`config.mk`:
```
export PLATFORM = sky130hd
export DESIGN_NAME = traffic_phase_seq
export DESIGN_NICKNAME = d
export VERILOG_FILES = /design/src/rtl/traffic_phase_seq.sv
export SDC_FILE = /design/constraint.sdc
export NUM_CORES = 1
export LEC_CHECK = 0
export BUFFER_PORTS_ARGS = -buffer_cell sky130_fd_sc_hd__buf_2
export CORE_MARGIN = 3
export CORE_UTILIZATION = 30
export CTS_CLUSTER_DIAMETER = 30
export DETAILED_ROUTE_END_ITERATION = 7
export PLACE_DENSITY = 0.44
export SYNTH_ARGS = -nofsm -noshare
export SYNTH_HDL_FRONTEND = slang
export SYNTH_SLANG_ARGS = --single-unit
```
`constraint.sdc`:
```
create_clock -name clk -period 3.8 [get_ports clk]
set_input_delay 0.38 -clock clk [delete_from_list [all_inputs] [get_ports clk]]
set_output_delay 0.38 -clock clk [all_outputs]
set_load 0.02 [all_outputs]
```
`src/rtl/traffic_phase_seq.sv`:
```
// traffic_phase_seq: round-robin sequencer for N_PHASES signal phases.
// Each phase has its own runtime-editable green time. One yellow time is
// shared by all phases. Modes are run, night (flashing yellow), set-green
// and set-yellow. All outputs are registered.
//
// Optional feature: define ALLRED_EN to insert an all-red clearance stage of
// ALLRED_TICKS ticks after every yellow. The stage is skipped when
// ALLRED_TICKS is 0.
//
// Ports:
//   clk        system clock
//   rst        synchronous reset, active-high
//   tick       single-cycle 1 s pulse
//   mode       00 run, 01 night, 10 set-green, 11 set-yellow
//   sel_phase  phase whose green time is edited in set-green mode
//   key_plus   single-cycle increment pulse
//   key_sub    single-cycle decrement pulse
//   red        red lamp per phase
//   yellow     yellow lamp per phase
//   green      green lamp per phase
//   cur_phase  active phase index
//   stage      0 night, 1 green, 2 yellow, 3 all-red
//   remain     ticks left in the current stage (0 in night)
//   set_value  green time of sel_phase in set-green mode, yellow time otherwise
module traffic_phase_seq #(
    parameter int unsigned N_PHASES       = 4,
    parameter int unsigned CNT_WIDTH      = 11,
    parameter int unsigned GREEN_DEFAULT  = 8,
    parameter int unsigned YELLOW_DEFAULT = 6,
    parameter int unsigned ALLRED_TICKS   = 2
) (
    input  logic                        clk,
    input  logic                        rst,
    input  logic                        tick,
    input  logic [1:0]                  mode,
    input  logic [$clog2(N_PHASES)-1:0] sel_phase,
    input  logic                        key_plus,
    input  logic                        key_sub,
    output logic [N_PHASES-1:0]         red,
    output logic [N_PHASES-1:0]         yellow,
    output logic [N_PHASES-1:0]         green,
    output logic [$clog2(N_PHASES)-1:0] cur_phase,
    output logic [1:0]                  stage,
    output logic [CNT_WIDTH-1:0]        remain,
    output logic [CNT_WIDTH-1:0]        set_value
);

    localparam int unsigned SEL_W = $clog2(N_PHASES);

    localparam logic [1:0] MODE_RUN   = 2'b00;
    localparam logic [1:0] MODE_NIGHT = 2'b01;
    localparam logic [1:0] MODE_SET_G = 2'b10;
    localparam logic [1:0] MODE_SET_Y = 2'b11;

    localparam logic [CNT_WIDTH-1:0] CNT_MAX = '1;
    localparam logic [CNT_WIDTH-1:0] CNT_MIN = CNT_WIDTH'(1);

`ifdef ALLRED_EN
    localparam bit ALLRED_ON = 1'b1;
`else
    localparam bit ALLRED_ON = 1'b0;
`endif

    typedef enum logic [1:0] {
        ST_NIGHT  = 2'd0,
        ST_GREEN  = 2'd1,
        ST_YELLOW = 2'd2,
        ST_ALLRED = 2'd3
    } stage_e;

    stage_e               stage_q, stage_d;
    logic [SEL_W-1:0]     phase_q, phase_d;
    logic [CNT_WIDTH-1:0] remain_q, remain_d;
    logic                 flash_q, flash_d;
    logic [1:0]           mode_q;
    logic [CNT_WIDTH-1:0] green_dur_q [N_PHASES];
    logic [CNT_WIDTH-1:0] green_dur_d [N_PHASES];
    logic [CNT_WIDTH-1:0] yellow_dur_q, yellow_dur_d;
    logic [N_PHASES-1:0]  red_q, red_d;
    logic [N_PHASES-1:0]  yellow_q, yellow_d;
    logic [N_PHASES-1:0]  green_q, green_d;
    logic [CNT_WIDTH-1:0] set_value_q, set_value_d;

    logic [SEL_W-1:0]     next_phase;
    logic                 tick_ok;
    logic                 sel_valid;
    logic                 key_inc;
    logic                 key_dec;

    // Saturating +/-1 adjustment of a duration, clamped to [1, 2^CNT_WIDTH-1].
    function automatic logic [CNT_WIDTH-1:0] adjust(
        input logic [CNT_WIDTH-1:0] v,
        input logic                 inc,
        input logic                 dec
    );
        logic [CNT_WIDTH-1:0] r;
        r = v;
        if (inc && (v != CNT_MAX)) begin
            r = v + CNT_WIDTH'(1);
        end else if (dec && (v > CNT_MIN)) begin
            r = v - CNT_WIDTH'(1);
        end
        return r;
    endfunction

    // State and registered outputs.
    always_ff @(posedge clk) begin
        if (rst) begin
            stage_q      <= ST_NIGHT;
            phase_q      <= '0;
            remain_q     <= '0;
            flash_q      <= 1'b0;
            mode_q       <= MODE_NIGHT;
            for (int unsigned i = 0; i < N_PHASES; i++) begin
                green_dur_q[i] <= CNT_WIDTH'(GREEN_DEFAULT);
            end
            yellow_dur_q <= CNT_WIDTH'(YELLOW_DEFAULT);
            red_q        <= '0;
            yellow_q     <= '0;
            green_q      <= '0;
            set_value_q  <= CNT_WIDTH'(YELLOW_DEFAULT);
        end else begin
            stage_q      <= stage_d;
            phase_q      <= phase_d;
            remain_q     <= remain_d;
            flash_q      <= flash_d;
            mode_q       <= mode;
            green_dur_q  <= green_dur_d;
            yellow_dur_q <= yellow_dur_d;
            red_q        <= red_d;
            yellow_q     <= yellow_d;
            green_q      <= green_d;
            set_value_q  <= set_value_d;
        end
    end

    // Next-state, duration edits and lamp decode.
    always_comb begin
        stage_d      = stage_q;
        phase_d      = phase_q;
        remain_d     = remain_q;
        flash_d      = flash_q;
        green_dur_d  = green_dur_q;
        yellow_dur_d = yellow_dur_q;
        red_d        = '0;
        yellow_d     = '0;
        green_d      = '0;
        set_value_d  = '0;

        next_phase = (phase_q == SEL_W'(N_PHASES - 1)) ? '0 : phase_q + SEL_W'(1);
        // A tick arriving together with a mode change is dropped.
        tick_ok    = tick && (mode == mode_q);
        sel_valid  = (32'(sel_phase) < N_PHASES);
        key_inc    = key_plus && !key_sub;
        key_dec    = key_sub && !key_plus;

        // Duration editing; only the stored durations change, never remain.
        if ((mode == MODE_SET_G) && sel_valid) begin
            green_dur_d[sel_phase] = adjust(green_dur_q[sel_phase], key_inc, key_dec);
        end
        if (mode == MODE_SET_Y) begin
            yellow_dur_d = adjust(yellow_dur_q, key_inc, key_dec);
        end

        // Sequencer: night has priority, set modes freeze everything but flash.
        if (mode == MODE_NIGHT) begin
            if (stage_q != ST_NIGHT) begin
                stage_d  = ST_NIGHT;
                remain_d = '0;
                flash_d  = 1'b0;
            end else if (tick_ok) begin
                flash_d = !flash_q;
            end
        end else if (stage_q == ST_NIGHT) begin
            if (mode == MODE_RUN) begin
                stage_d  = ST_GREEN;
                phase_d  = '0;
                remain_d = green_dur_q[0];
                flash_d  = 1'b0;
            end else if (tick_ok) begin
                flash_d = !flash_q;
            end
        end else if ((mode == MODE_RUN) && tick_ok) begin
            if (remain_q > CNT_WIDTH'(1)) begin
                remain_d = remain_q - CNT_WIDTH'(1);
            end else begin
                // Last tick of the stage: advance and load the new duration.
                case (stage_q)
                    ST_GREEN: begin
                        stage_d  = ST_YELLOW;
                        remain_d = yellow_dur_q;
                    end
                    ST_YELLOW: begin
                        if (ALLRED_ON && (ALLRED_TICKS != 0)) begin
                            stage_d  = ST_ALLRED;
                            remain_d = CNT_WIDTH'(ALLRED_TICKS);
                        end else begin
                            stage_d  = ST_GREEN;
                            phase_d  = next_phase;
                            remain_d = green_dur_q[next_phase];
                        end
                    end
                    default: begin
                        stage_d  = ST_GREEN;
                        phase_d  = next_phase;
                        remain_d = green_dur_q[next_phase];
                    end
                endcase
            end
        end

        // Lamps follow the next state so they line up with stage/remain.
        for (int unsigned i = 0; i < N_PHASES; i++) begin
            if (stage_d == ST_NIGHT) begin
                yellow_d[i] = flash_d;
            end else if (SEL_W'(i) == phase_d) begin
                green_d[i]  = (stage_d == ST_GREEN);
                yellow_d[i] = (stage_d == ST_YELLOW);
                red_d[i]    = (stage_d == ST_ALLRED);
            end else begin
                red_d[i] = 1'b1;
            end
        end

        if (mode == MODE_SET_G) begin
            set_value_d = sel_valid ? green_dur_d[sel_phase] : '0;
        end else begin
            set_value_d = yellow_dur_d;
        end
    end

    assign red       = red_q;
    assign yellow    = yellow_q;
    assign green     = green_q;
    assign cur_phase = phase_q;
    assign stage     = stage_q;
    assign remain    = remain_q;
    assign set_value = set_value_q;

endmodule

```
==> results.yml, run 1 <==
worst_setup_path:
  cp.arrival_ps: 3220
  critPathMaxStageDelay_ps: 580
  path_delay_family: "compound AO/OA/AOI/OAI gates"
  path_class: "register to register"
  critPathMaxFanout: 8
  start_kind: "register"
  cp_num_buf_inv: 1
  required_ps: 4000
  critPathCaptureType: "register"
  crit_slowest_cell: "mux4_2"
  cp_cell_sequence: "mux4_2, inv_1, ha_1, nand3b_1, or3_1, a2111oi_4, nand2b_2, a221oi_2, a211oi_1"
power_and_ir_drop:
  sw_frac_of_total: 0.2912
  combPwrFrac: 0.169
  p_per_area_mw_per_mm2: 365.4
  clockPowerShare: 0.379
  internal_power_mw: 1.675
  power.leakage_nw: 2.259
  power.switching_mw: 0.6882
  power.share.sequential: 0.452
  peakVddDrop_v: 0.0001764
yosys:
  synth_nets: 674
  synth-seq-area-share: 0.3338
  synth_edf_count: 0
  postSynth.asyncResetShare: 0
  post_synth_inst_count: 656
  synth_cell_types: 79
  ys_ff_latch: 96
  yosysWarningCount: 0
  syn_avg_cell_area_um2: 8.777
  synth_area_mm2: 0.005758
  synthFlopType: "dfxtp_1"
routing:
  drt_iter0_drc: 454
  postRouteWirelength_mm: 19.62
  vias_per_cell: 5.872
  drt_pre_antenna_iters: 5
  routed-via-count: 5396
  route.detailed.drc: 0
  ant_nets: 0
  wl_per_cell_um: 21.35
placement:
  place_ws_ps: 471.4
  port_buffers: 46
  gp_congestion: 0.8920
  dp_hpwl_mm: 14.76
clock_tree:
  clk_latency_ps: 350
  htree_levels: 3
  cts_buffer_depth: 2
  clockRootBuffer: "clkbuf_16"
  cts_hold_buf: 0
  post_cts_buffers: 0
  tritoncts: "built"
  cts_sinks: 96
  cts_buffers: 9
  cts_resized: 0
  path_clk_slew_ps: 70
layout:
  insertedDiodeCount: 0
  finalNetCount: 700
  final_core_util: 0.3446
  syn_to_final_growth_pct: 12.32
  mostFrequentLayoutCell: "dfxtp_1"
  drive_above_1_share: 0.1664
  layout_common_cells: "dfxtp_1 (96), nor2_1 (59), nand2_1 (50), buf_2 (46), nand3_1 (37)"
timing:
  finalWorstSetupSlack_ps: 784.9
  worst_slew_pin_slew_ps: 1172
  slew_headroom: 0.2125
  finClkSkew_ps: 12.11
  fin_crit_sh: 0.7934
  rsz0062_at_grt: "false"
  worst_hold_slack_ps: 398.9
  hold_viol_final: 0
  maxSlewViolCount: 0
  tns_ps: 0
  min_period_ps: 3015
  finalSetupViolations: 0
  fmax_mhz: 331.7
global_route:
  track_usage: 0.1902
  antenna_found_initial: 1
  grt_pass1_vias: 5175
  gr-total-overflow: 0
  grt_max_degree: 74
  grt_pass1_wl_mm: 30.24
floorplan:
  dieArea_mm2: 0.02089
  die_x_um: 144.5
  row_count: 50
  ioPinCount: 47
  fp.dieH_um: 144.5
  core_mm2: 0.01877
  start_util: 0.3068
run:
  cap_violations: 0
worst_hold_path:
  worst_hold_path_type: "input port to register"
run_status:
  status: "finished, final reports clean"
==> final cells by class <==
type                       count  area (µm²)
multi-input combinational    503        3600
clock buffer                  10       229.0
fill                        1984       12300
inverter                      13       48.80
tap                          234       292.8
timing repair buffer          59       327.8
sequential                    96        1922
clock inverter                 4       47.55
==> per-stage QoR <==
step	cells	instance area (µm²)	power, mW
after floorplan	656	5758	1.373
after global placement	905	6191	1.489
after detailed placement	905	6191	1.490
after CTS	919	6467	2.394
after global routing	919	6467	2.478
final	919	6467	2.363
==> cells by family after synthesis <==
kind of cell             synth area share
adder cells (fa/ha/maj)           0.01956
XOR/XNOR                          0.03651
AO/OA/AOI/OAI                      0.2451
multiplexers                       0.1004
flip-flops                         0.3338
buffers and inverters             0.04107
AND/OR/NAND/NOR                    0.2236
==> registers in the layout, summed over array words and instances, names as in the netlist <==
name,count
mode_q,2
green_dur_q,44
green,4
cur_phase,2
remain,11
set_value,11
flash_q,1
red,4
yellow,4
stage,2
yellow_dur_q,11
==> tightest hold or removal path, cell delays in order <==
cell,delay [ps]
buf_2,110
clkinv_1,140
nand2_1,70
==> power by group through the flow <==
stage | Sequential (mW) | Combinational, mW | Clock (mW)
2_1_floorplan | 1.11 | 0.266 | 0
3_3_place_gp | 1.09 | 0.398 | 0
3_5_place_dp | 1.09 | 0.399 | 0
4_1_cts | 1.07 | 0.401 | 0.925
5_1_grt | 1.07 | 0.440 | 0.966
6_report | 1.07 | 0.399 | 0.895
==> cell usage after synthesis (14+ instances only) <==
library cell	count	share of area
o2111ai_1	14	0.021
nand3_1	37	0.032
nor3_1	32	0.028
a211oi_1	31	0.040
dfxtp_1	96	0.33
nand2_1	50	0.033
mux4_2	22	0.086
clkbuf_1	34	0.022
o21ai_0	16	0.014
nor2_1	59	0.038
a21oi_1	30	0.026
==> final timing paths <==
path                   start         endpoint  slack, ps  cells after the start
min reg2reg  green_dur_q[11]  green_dur_q[11]        480                      2
min                      rst  yellow_dur_q[1]        400                      3
max reg2reg  green_dur_q[34]  green_dur_q[10]        780                      9
max          green_dur_q[34]  green_dur_q[10]        780                      9
==> layer usage <==
layer	GRT usage	vias to the layer above	wire, µm
met4	0.05449	0	344
met2	0.3238	126	9539
met1	0.2488	2676	9027
met3	0.03108	24	707
li1	-	2570	-
met5	0	-	0
Power figures use the tool's default switching activity.
==> inputs of run 2 (changes only) <==
--- a/config.mk
+++ b/config.mk
@@ -5,12 +5,13 @@
 export SDC_FILE = /design/constraint.sdc
 export NUM_CORES = 1
 export LEC_CHECK = 0
+export ABC_AREA = 1
 export BUFFER_PORTS_ARGS = -buffer_cell sky130_fd_sc_hd__buf_2
 export CORE_MARGIN = 3
 export CORE_UTILIZATION = 30
 export CTS_CLUSTER_DIAMETER = 30
 export DETAILED_ROUTE_END_ITERATION = 7
-export PLACE_DENSITY = 0.44
+export PLACE_DENSITY = 0.45
 export SYNTH_ARGS = -nofsm -noshare
 export SYNTH_HDL_FRONTEND = slang
 export SYNTH_SLANG_ARGS = --single-unit
==> constraint.sdc (replaced) <==
create_clock -name clk -period 2.77 [get_ports clk]
set_input_delay 0.277 -clock clk [delete_from_list [all_inputs] [get_ports clk]]
set_output_delay 0.277 -clock clk [all_outputs]
set_load 0.02 [all_outputs]
==> run 2 against run 1 <==
Against the previous run: non-clock buffer count rose by 62; final cell count grew 54%; power is 55% higher; critical endpoint is now set_value[7]; largest cell class unchanged.
==> results.yml, run 2 <==
run_status:
  status: "finished, final reports clean"
yosys:
  synthFlopType: "dfxtp_1"
  synth_top_area_cell: "dfxtp_1"
  synth-xor-area-share: 0.04188
  postSynth.asyncResetShare: 0
  syn_avg_cell_area_um2: 6.200
  synth-seq-area-share: 0.2978
  yosysWarningCount: 0
  synthTopCellsByArea: "dfxtp_1 (30%), nand2_1 (18%), nand3_1 (8.8%)"
  synth_area_mm2: 0.006454
  synth_top_cell_area_share: 0.2978
  synth_edf_count: 0
  synthMuxAreaShare: 0.001745
  synth_nets: 1059
  synth_fa_ha_area_frac: 0.01745
  synthTopCellsByCount: "nand2_1 (310), nand3_1 (113), nor2_1 (111), inv_1 (108), dfxtp_1 (96)"
  synth_cell_types: 42
  yosysMostFrequentCell: "nand2_1"
  post_synth_inst_count: 1041
  synth-simple-area-share: 0.4188
  synth_top_family_by_area: "simple AND/OR/NAND/NOR gates"
  synth_compound_area_frac: 0.1218
  ys_ff_latch: 96
routing:
  drt_iter0_drc: 443
  ant_nets: 0
  postRouteWirelength_mm: 23.82
  route.detailed.drc: 0
  drt_pre_antenna_iters: 5
  wl_per_cell_um: 16.84
  routed-via-count: 6984
  vias_per_cell: 4.939
timing:
  worst_slew_pin_slew_ps: 834.2
  fmax_mhz: 381.0
  finClkSkew_ps: 7.950
  hold_viol_final: 0
  min_period_ps: 2625
  fin_crit_sh: 0.9475
  slew_headroom: 0.4432
  maxSlewViolCount: 0
  finalSetupViolations: 0
  worst_hold_slack_ps: 209.6
  rsz0062_at_grt: "false"
worst_setup_path:
  crit_start: "yellow_dur_q[1]"
  timing.rr.start: "yellow_dur_q[1]"
  crit_slowest_cell: "a21oi_1"
  critPathCaptureType: "register"
  required_ps: 3080
  path_class: "register to register"
  start_kind: "register"
  cp.arrival_ps: 2930
  cp_cell_sequence: "ha_1, nand3_1, nor3_1, nand4_1, nand2_1, buf_4, a21oi_1, o211ai_1, xor2_1, o21ai_0, inv_1, nand2_1, inv_1"
  critPathMaxStageDelay_ps: 450
  reg2regPathDepth: 13
  critPathMaxFanout: 7
clock_tree:
  cts_sinks: 96
  htree_levels: 3
  cts_hold_buf: 0
  clk_latency_ps: 360
  cts_buffers: 9
  tritoncts: "built"
  path_clk_slew_ps: 70
  cts_resized: 0
  cts_buffer_depth: 2
  post_cts_buffers: 0
  clockRootBuffer: "clkbuf_16"
floorplan:
  die_x_um: 152.7
  core_mm2: 0.02109
  start_util: 0.3060
  fp.dieH_um: 152.7
  dieArea_mm2: 0.02331
  row_count: 53
  ioPinCount: 47
layout:
  insertedDiodeCount: 0
  regMostFlops: "green_dur_q"
  syn_to_final_growth_pct: 19.45
  mostFrequentLayoutCell: "nand2_1"
  largest_reg_flops: 44
  layout_common_cells: "nand2_1 (310), nand3_1 (113), nor2_1 (110), inv_1 (108), dfxtp_1 (96)"
  seq_area_mm2: 0.001922
  fin_area_mm2: 0.007709
  drive_above_1_share: 0.1677
  nFillCells: 2383
  finalNetCount: 1152
  multiInputGateArea_mm2: 0.003885
worst_hold_path:
  holdPathStages: 3
  worst_hold_path_type: "input port to register"
  min_from: "mode[1]"
power_and_ir_drop:
  power.leakage_nw: 3.770
  p_per_area_mw_per_mm2: 473.9
  peakVddDrop_v: 0.0002849
placement:
  port_buffers: 46
  dp_hpwl_mm: 18.00
  postPlaceCellArea_mm2: 0.007412
  gp_congestion: 0.8865
global_route:
  grt_max_degree: 66
  antenna_found_initial: 0
  grt_pass1_wl_mm: 37.54
  grt_pass1_vias: 6856
  gr-total-overflow: 0
  track_usage: 0.2021
run:
  cap_violations: 0
[run 2: layout make-up]
| type | instances | area share |
|---|---|---|
| multi-input combinational | 785 | 0.5040 |
| sequential | 96 | 0.2493 |
| timing repair buffer | 121 | 0.1029 |
| inverter | 121 | 0.06070 |
| tap | 275 | 0.04464 |
| clock buffer | 11 | 0.03019 |
| clock inverter | 5 | 0.008278 |
[run 2: where the power goes]
part / internal (mW) / switching (mW)
registers: 1.44 / 0.0468
clock network: 0.711 / 0.615
logic: 0.285 / 0.556
total: 2.44 / 1.22
[run 2: worst max-delay path, delay by kind of cell (launching register included)]
family	cells	cell delay, ps
flops	1	340
simple gates	5	430
fa+ha+maj	1	210
compound gates	3	790
buf+inv	3	400
xor+xnor	1	400
[run 2: cell families after synthesis]
logic type / count (synthesis)
compound gates: 131
mux: 1
simple gates: 614
buf+inv: 160
flops: 96
xor+xnor: 30
fa+ha+maj: 9
[run 2: layer usage]
metal | part of all wire | global-route usage
met4 | 0.029 | 0.06619
met5 | 0 | 0
met2 | 0.46 | 0.3433
met3 | 0.037 | 0.03096
met1 | 0.47 | 0.2630
[run 2: path summary, 6_finish.rpt]
check | end | slack [ps]
max | set_value[7] | 150
min reg2reg | green_dur_q[26] | 490
min | mode_q[1] | 210
max reg2reg | set_value[7] | 150
[run 2: through the flow]
stage / power, mW / worst slack [ps] / TNS, ps / utilization / std cells
finish: 3.653 / 145.3 / 0 / 0.3656 / 1414
detailed placement: 2.357 / -3.284 / -5.303 / 0.3515 / 1398
floorplan: 2.053 / 436.6 / 0 / - / 1041
global placement: 2.362 / -32.34 / -32.34 / 0.3515 / 1398
global route: 3.818 / 7.091 / 0 / 0.3656 / 1414
CTS: 3.679 / 187.9 / 0 / 0.3656 / 1414
